--- config.mk ---
export PLATFORM = sky130hd
export DESIGN_NAME = freq_peak_detect
export DESIGN_NICKNAME = d
export VERILOG_FILES = /design/src/rtl/freq_peak_detect.sv
export SDC_FILE = /design/constraint.sdc
export NUM_CORES = 2
export LEC_CHECK = 0
export CAP_MARGIN = 20
export CORE_MARGIN = 2
export CORE_UTILIZATION = 35
export CTS_CLUSTER_SIZE = 16
export DETAILED_ROUTE_END_ITERATION = 16
export GPL_TIMING_DRIVEN = 0
export HOLD_SLACK_MARGIN = 0.03
export RECOVER_POWER = 100
export SYNTH_ARGS = -nofsm -noshare
export SYNTH_HDL_FRONTEND = slang
export SYNTH_SLANG_ARGS = --single-unit
--- constraint.sdc ---
create_clock -name clk -period 19.59 [get_ports clk]
set_clock_uncertainty 0.1 [all_clocks]
set_input_delay 2.9385 -clock clk [delete_from_list [all_inputs] [get_ports clk]]
set_output_delay 2.9385 -clock clk [all_outputs]
set_load 0.02 [all_outputs]
--- src/rtl/freq_peak_detect.sv ---
// Finds the peak-magnitude bin of each 16-bin FFT frame; result 17 cycles after fft_valid from idle.
// No backpressure: a one-frame pending bank absorbs cadence, newer frames overwrite it (sticky overflow).
module freq_peak_detect #(
  parameter int FRAMES  = 64,
  parameter bit SKIP_DC = 1'b1
) (
  input  logic        clk,
  input  logic        rst,
  input  logic        fft_valid,
  input  logic [31:0] fft_d0,
  input  logic [31:0] fft_d1,
  input  logic [31:0] fft_d2,
  input  logic [31:0] fft_d3,
  input  logic [31:0] fft_d4,
  input  logic [31:0] fft_d5,
  input  logic [31:0] fft_d6,
  input  logic [31:0] fft_d7,
  input  logic [31:0] fft_d8,
  input  logic [31:0] fft_d9,
  input  logic [31:0] fft_d10,
  input  logic [31:0] fft_d11,
  input  logic [31:0] fft_d12,
  input  logic [31:0] fft_d13,
  input  logic [31:0] fft_d14,
  input  logic [31:0] fft_d15,
  output logic [3:0]  freq,
  output logic        freq_valid,
  output logic        busy,
  output logic        overflow,
  output logic        done
);

  localparam int CW = $clog2(FRAMES + 1);
  localparam logic [0:0] IDLE = 1'b0;
  localparam logic [0:0] CALC = 1'b1;

  logic [31:0]   fft_in [16];
  logic [31:0]   pend_bank_q [16];
  logic [31:0]   pend_bank_d [16];
  logic [31:0]   work_bank_q [16];
  logic [31:0]   work_bank_d [16];
  logic          pend_q, pend_d;
  logic [0:0]    state_q, state_d;
  logic [3:0]    idx_q, idx_d;
  logic [31:0]   best_mag_q, best_mag_d;
  logic [3:0]    best_idx_q, best_idx_d;
  logic [3:0]    freq_q, freq_d;
  logic          freq_vld_q, freq_vld_d;
  logic          busy_q, busy_d;
  logic          overflow_q, overflow_d;
  logic          done_q, done_d;
  logic [CW-1:0] cnt_q, cnt_d;

  logic               consume;
  logic signed [15:0] re_s, im_s;
  logic signed [31:0] re_sq, im_sq;
  logic [31:0]        mag;
  logic               gt;

  always_comb begin
    fft_in[0]  = fft_d0;  fft_in[1]  = fft_d1;  fft_in[2]  = fft_d2;  fft_in[3]  = fft_d3;
    fft_in[4]  = fft_d4;  fft_in[5]  = fft_d5;  fft_in[6]  = fft_d6;  fft_in[7]  = fft_d7;
    fft_in[8]  = fft_d8;  fft_in[9]  = fft_d9;  fft_in[10] = fft_d10; fft_in[11] = fft_d11;
    fft_in[12] = fft_d12; fft_in[13] = fft_d13; fft_in[14] = fft_d14; fft_in[15] = fft_d15;
  end

  // Each square is at most 2^30, so the unsigned sum cannot wrap.
  always_comb begin
    re_s  = work_bank_q[idx_q][31:16];
    im_s  = work_bank_q[idx_q][15:0];
    re_sq = re_s * re_s;
    im_sq = im_s * im_s;
    mag   = $unsigned(re_sq) + $unsigned(im_sq);
    if (SKIP_DC && (idx_q == 4'd0)) begin
      mag = '0;
    end
    gt = (mag > best_mag_q);
  end

  always_comb begin
    pend_bank_d = pend_bank_q;
    work_bank_d = work_bank_q;
    pend_d      = pend_q;
    state_d     = state_q;
    idx_d       = idx_q;
    best_mag_d  = best_mag_q;
    best_idx_d  = best_idx_q;
    freq_d      = freq_q;
    freq_vld_d  = 1'b0;
    overflow_d  = overflow_q;
    done_d      = done_q;
    cnt_d       = cnt_q;

    consume = pend_q && ((state_q == IDLE) || (idx_q == 4'd15));

    // A consume at the same edge frees the slot, so only an unconsumed overwrite is an overflow.
    if (fft_valid) begin
      pend_bank_d = fft_in;
      pend_d      = 1'b1;
      if (pend_q && !consume) begin
        overflow_d = 1'b1;
      end
    end else if (consume) begin
      pend_d = 1'b0;
    end

    if (state_q == IDLE) begin
      if (pend_q) begin
        work_bank_d = pend_bank_q;
        idx_d       = '0;
        best_mag_d  = '0;
        best_idx_d  = '0;
        state_d     = CALC;
      end
    end else begin
      if (gt) begin
        best_mag_d = mag;
        best_idx_d = idx_q;
      end
      idx_d = idx_q + 4'd1;
      if (idx_q == 4'd15) begin
        freq_d     = gt ? idx_q : best_idx_q;
        freq_vld_d = 1'b1;
        cnt_d      = (cnt_q == CW'(FRAMES)) ? cnt_q : cnt_q + 1'b1;
        done_d     = done_q || (cnt_d == CW'(FRAMES));
        if (pend_q) begin
          work_bank_d = pend_bank_q;
          idx_d       = '0;
          best_mag_d  = '0;
          best_idx_d  = '0;
        end else begin
          state_d = IDLE;
        end
      end
    end

    busy_d = (state_d == CALC);
  end

  always_ff @(posedge clk or negedge rst) begin
    if (!rst) begin
      for (int k = 0; k < 16; k++) begin
        pend_bank_q[k] <= '0;
        work_bank_q[k] <= '0;
      end
      pend_q     <= 1'b0;
      state_q    <= IDLE;
      idx_q      <= '0;
      best_mag_q <= '0;
      best_idx_q <= '0;
      freq_q     <= '0;
      freq_vld_q <= 1'b0;
      busy_q     <= 1'b0;
      overflow_q <= 1'b0;
      done_q     <= 1'b0;
      cnt_q      <= '0;
    end else begin
      pend_bank_q <= pend_bank_d;
      work_bank_q <= work_bank_d;
      pend_q      <= pend_d;
      state_q     <= state_d;
      idx_q       <= idx_d;
      best_mag_q  <= best_mag_d;
      best_idx_q  <= best_idx_d;
      freq_q      <= freq_d;
      freq_vld_q  <= freq_vld_d;
      busy_q      <= busy_d;
      overflow_q  <= overflow_d;
      done_q      <= done_d;
      cnt_q       <= cnt_d;
    end
  end

  assign freq       = freq_q;
  assign freq_valid = freq_vld_q;
  assign busy       = busy_q;
  assign overflow   = overflow_q;
  assign done       = done_q;

endmodule

==> tab_implementation.tex <==
\begin{tabular}{lr}
\hline
Metric & Value \\
\hline
\multicolumn{2}{l}{\textbf{Yosys}} \\
\quad Asr flop ratio synth & 100.0\% \\
\quad Cell area after synthesis & 0.06244 mm2 \\
\quad Top-area cell type share of the netlist area & 43.28\% \\
\quad Mean instance size in the synthesized netlist & $\sim$11 um2 \\
\quad Number of synthesized register bits & 1080 \\
\quad Count of flip-flops with a built-in enable after synthesis & 0 \\
\quad Number of distinct library cell variants in the gate-level netlist after synthesis & 65 \\
\quad Count of warnings emitted by yosys & 0 \\
\quad Mapped Nets & 6888 \\
\quad Biggest area contributors in the synthesized netlist & sky130\_fd\_sc\_hd\_\_dfrtp\_1 (43\%), sky130\_fd\_sc\_hd\_\_fa\_1 (17\%), sky130\_fd\_sc\_hd\_\_nand2\_1 (10\%) \\
\quad Biggest area consumer among synthesized cells & sky130\_fd\_sc\_hd\_\_dfrtp\_1 \\
\quad Fraction of the yosys area taken by sequential cells & 43.28\% \\
\quad Cell count after synthesis & 5667 \\
\quad Dominant synthesized flop cell & sky130\_fd\_sc\_hd\_\_dfrtp\_1 \\
\multicolumn{2}{l}{\textbf{Critical path}} \\
\quad Cell seen most often among critical-path stages & sky130\_fd\_sc\_hd\_\_fa\_1 \\
\quad Gate family responsible for the most delay along the worst path & adder cells \\
\quad Maximum cell stage delay along the critical path & 1.38 ns \\
\quad Buffers and inverters on the worst path & 11 \\
\quad Data required time at the worst endpoint & between 20 and 25 ns \\
\quad Slowest library cell on the worst path & sky130\_fd\_sc\_hd\_\_clkbuf\_1 \\
\quad Critical Path Fanout Max & 10 \\
\quad Worst setup path category & flop to flop \\
\quad CP Data Arrival Time & 16.90 ns \\
\quad Critical Path End Type & flop \\
\quad Critical path startpoint category & flop \\
\multicolumn{2}{l}{\textbf{Clock tree}} \\
\quad Bufs on Longest Clock Path & 3 \\
\quad Number of gates given a new drive strength after cts & 0 \\
\quad Reg clk slew, reported paths & 0.06 ns \\
\quad Number of levels the H-tree was split into & 3 \\
\quad Post-CTS Setup Repair Bufs & 0 \\
\quad Buffer type at the clock tree root & sky130\_fd\_sc\_hd\_\_clkbuf\_16 \\
\quad Hold buffer count at cts & 0 \\
\quad CTS sink cnt & 1080 \\
\quad Clock Latency Late Sink & 0.73 ns \\
\quad CTS tree & built \\
\quad Inserted Clock Buffers & about 110 \\
\multicolumn{2}{l}{\textbf{Global route}} \\
\quad Gr ovfl total & 0 \\
\quad All-layer global routing usage & roughly a quarter \\
\quad Number of antenna violations at the first check in global routing & 21 \\
\quad Global-route wire length before repair & 310100 um \\
\quad Via count of the first global-routing pass & 46270 \\
\quad Largest net degree at the start of global routing & about 190 \\
\multicolumn{2}{l}{\textbf{Die}} \\
\quad Horizontal extent of the die & 426.4 um \\
\quad Initial core utilization & 35.11\% \\
\quad Area of the core region & 0.1778 mm2 \\
\quad Number of standard-cell rows in the floorplan & 155 \\
\quad Top Ports & 523 \\
\quad Area of the die & 0.1818 mm2 \\
\quad Floorplan die height & approximately 430 um \\
\multicolumn{2}{l}{\textbf{Placed design}} \\
\quad Post-Place Cells & 8556 \\
\quad Place WS & about 5.6 ns \\
\quad Final weighted congestion of routability-driven global placement & 0.9571 \\
\quad Placed wire-length estimate after detailed placement & 169500 um \\
\quad Port buffer count & 521 \\
\multicolumn{2}{l}{\textbf{Detailed routing}} \\
\quad Via count & 43770 \\
\quad Number of DRC markers in iteration 0 & 3529 \\
\quad Post-route DRC violation count & 0 \\
\quad Number of antenna-violating nets in the routed design & 0 \\
\quad Wire length per cell after detailed routing & 24.20 um \\
\quad Total iterations of the first detailed-routing run & 7 \\
\quad Total length of routed wires & 212500 um \\
\quad Via/cell ratio & 4.985 \\
\multicolumn{2}{l}{\textbf{Layout}} \\
\quad Commonest non-fill, non-tap cells in the layout & sky130\_fd\_sc\_hd\_\_nand2\_1 (1716), sky130\_fd\_sc\_hd\_\_dfrtp\_1 (1080), sky130\_fd\_sc\_hd\_\_inv\_1 (694) \\
\quad Share of cells above drive strength 1 & approximately 15\% \\
\quad Commonest non-fill, non-tap cell in the layout & sky130\_fd\_sc\_hd\_\_nand2\_1 \\
\quad Layout fillers & 16950 \\
\quad Final net count & 7538 \\
\quad Final Non-Filler Cells & 8780 \\
\quad Layout overhead on the synthesized area & 19.63\% \\
\multicolumn{2}{l}{\textbf{Timing}} \\
\quad Clock period minus final worst setup slack & between 15 and 20 ns \\
\quad Final Max Tran Viols & about 130 \\
\quad Post-Route Hold Slack & around 0.35 ns \\
\quad Max transition margin & -345.6\% \\
\quad Final Setup Violations & 0 \\
\quad Final setup slack of the worst path & 3.250 ns \\
\quad Fin crit share & 83.41\% \\
\quad Final hold violation count & 0 \\
\quad Worst-margin pin slew & 6.683 ns \\
\quad Unrepaired setup endpoints after global routing & no \\
\quad Max frequency & around 0.061 GHz \\
\quad Setup Total Neg Slack & 0 ns \\
\multicolumn{2}{l}{\textbf{Job}} \\
\quad Max-cap viol count & 2 \\
\multicolumn{2}{l}{\textbf{Min path}} \\
\quad Path type of the worst min-delay path & flop to flop \\
\multicolumn{2}{l}{\textbf{Status}} \\
\quad Outcome & complete, but fails checks \\
\quad Failing checks & max-capacitance violations, max-slew violations \\
\hline
\end{tabular}
-- worst reg2reg max path: cells and delay by family, from the launching register on --
kind / cells / cell delay (ns)
buffers and inverters: 11 / 5.12
muxes: 2 / 0.87
adders and majority gates: 10 / 5.20
and+or+nand+nor: 8 / 2.08
AOI/OAI and AO/OA: 6 / 2.29
xor gates and xnor gates: 1 / 0.28
DFF: 1 / 0.36
-- stage by stage --
stage / instance area [um2] / util (%)
2_1_floorplan: 62440 / -
3_3_place_gp: 70600 / 39.70
3_5_place_dp: 70930 / 39.88
4_1_cts: 74760 / 42.04
5_1_grt: 74680 / 41.99
6_report: 74700 / 42.00
-- cell type report --
cell class	count	area, um2	share of cell area [%]
clock inverter	49	563.0	0.7538
tap	2355	2947	3.945
inverter	709	2661	3.563
clock buffer	158	3272	4.380
antenna	16	40.04	0.05360
buffer	256	1114	1.491
multi-input combinational	3622	31620	42.33
sequential	1080	27030	36.18
timing repair buffer	535	5454	7.301
-- layer usage --
| metal | vias up | share of wire [%] | global-route usage (%) |
|---|---|---|---|
| met4 | 6 | 6.7 | 13.68 |
| met3 | 378 | 5.7 | 3.266 |
| li1 | 19190 | - | - |
| met2 | 1467 | 49 | 39.28 |
| met5 | - | 0.015 | 0 |
| met1 | 22730 | 39 | 29.53 |
-- sequential cells by signal, summed over array words and instances (netlist names) --
signal and flops:
best_idx_q 4, best_mag_q 32, busy 1, cnt_q 7, done 1, freq 4
freq_valid 1, idx_q 4, overflow 1, pend_bank_q 512, pend_q 1, work_bank_q 512
-- synth_stat cells, types with 5 or more instances --
| cell type | number |
|---|---|
| sky130_fd_sc_hd__nand2_1 | 1716 |
| sky130_fd_sc_hd__dfrtp_1 | 1080 |
| sky130_fd_sc_hd__inv_1 | 694 |
| sky130_fd_sc_hd__mux2_2 | 531 |
| sky130_fd_sc_hd__fa_1 | 519 |
| sky130_fd_sc_hd__ha_1 | 187 |
| sky130_fd_sc_hd__clkbuf_1 | 184 |
| sky130_fd_sc_hd__nor2_1 | 163 |
| sky130_fd_sc_hd__mux4_2 | 142 |
| sky130_fd_sc_hd__xnor2_1 | 46 |
| sky130_fd_sc_hd__buf_2 | 40 |
| sky130_fd_sc_hd__a21o_1 | 23 |
| sky130_fd_sc_hd__a21oi_1 | 23 |
| sky130_fd_sc_hd__a22o_1 | 23 |
| sky130_fd_sc_hd__o21ai_0 | 22 |
| sky130_fd_sc_hd__mux2i_1 | 20 |
| sky130_fd_sc_hd__nor3_1 | 20 |
| sky130_fd_sc_hd__o21a_1 | 18 |
| sky130_fd_sc_hd__buf_1 | 16 |
| sky130_fd_sc_hd__and2_1 | 14 |
| sky130_fd_sc_hd__xor2_1 | 14 |
| sky130_fd_sc_hd__nand3_1 | 13 |
| sky130_fd_sc_hd__nand4_1 | 12 |
| sky130_fd_sc_hd__a31oi_1 | 10 |
| sky130_fd_sc_hd__buf_6 | 10 |
| sky130_fd_sc_hd__o22ai_1 | 9 |
| sky130_fd_sc_hd__inv_2 | 8 |
| sky130_fd_sc_hd__o21ai_2 | 8 |
| sky130_fd_sc_hd__a211oi_1 | 7 |
| sky130_fd_sc_hd__and3_1 | 7 |
| sky130_fd_sc_hd__clkinv_1 | 7 |
| sky130_fd_sc_hd__buf_4 | 6 |
| sky130_fd_sc_hd__or3_1 | 6 |
| sky130_fd_sc_hd__o211ai_1 | 5 |
| sky130_fd_sc_hd__o21bai_1 | 5 |
-- path summary, 6_finish.rpt --
kind                       depth (start not counted)               end             from  slack, ns
max in group asynchronous                          4  pend_bank_q[436]              rst      10.40
min in group asynchronous                          1   pend_bank_q[93]              rst       4.64
setup / recovery                                  38    best_mag_q[18]         idx_q[1]       3.25
hold / removal                                     2   work_bank_q[60]  pend_bank_q[60]       0.35
setup reg to reg                                  38    best_mag_q[18]         idx_q[1]       3.25
hold reg to reg                                    2   work_bank_q[60]  pend_bank_q[60]       0.35
-- cells by family (layout without fill, tap and decap cells) --
| family | count (synthesis) | count (layout) | synth area share [%] |
|---|---|---|---|
| buf+inv | 965 | 1707 | 6.038 |
| xor+xnor | 60 | 60 | 0.8416 |
| flops | 1080 | 1080 | 43.28 |
| simple gates | 1970 | 1970 | 12.18 |
| compound gates | 193 | 193 | 2.252 |
| other cells | 0 | 16 | 0 |
| mux | 693 | 693 | 15.02 |
| fa+ha+maj | 706 | 706 | 20.39 |
Power is left out: the tool's default activity adds up to more than one toggle a clock period on the data nets, which glitch-free logic cannot reach.
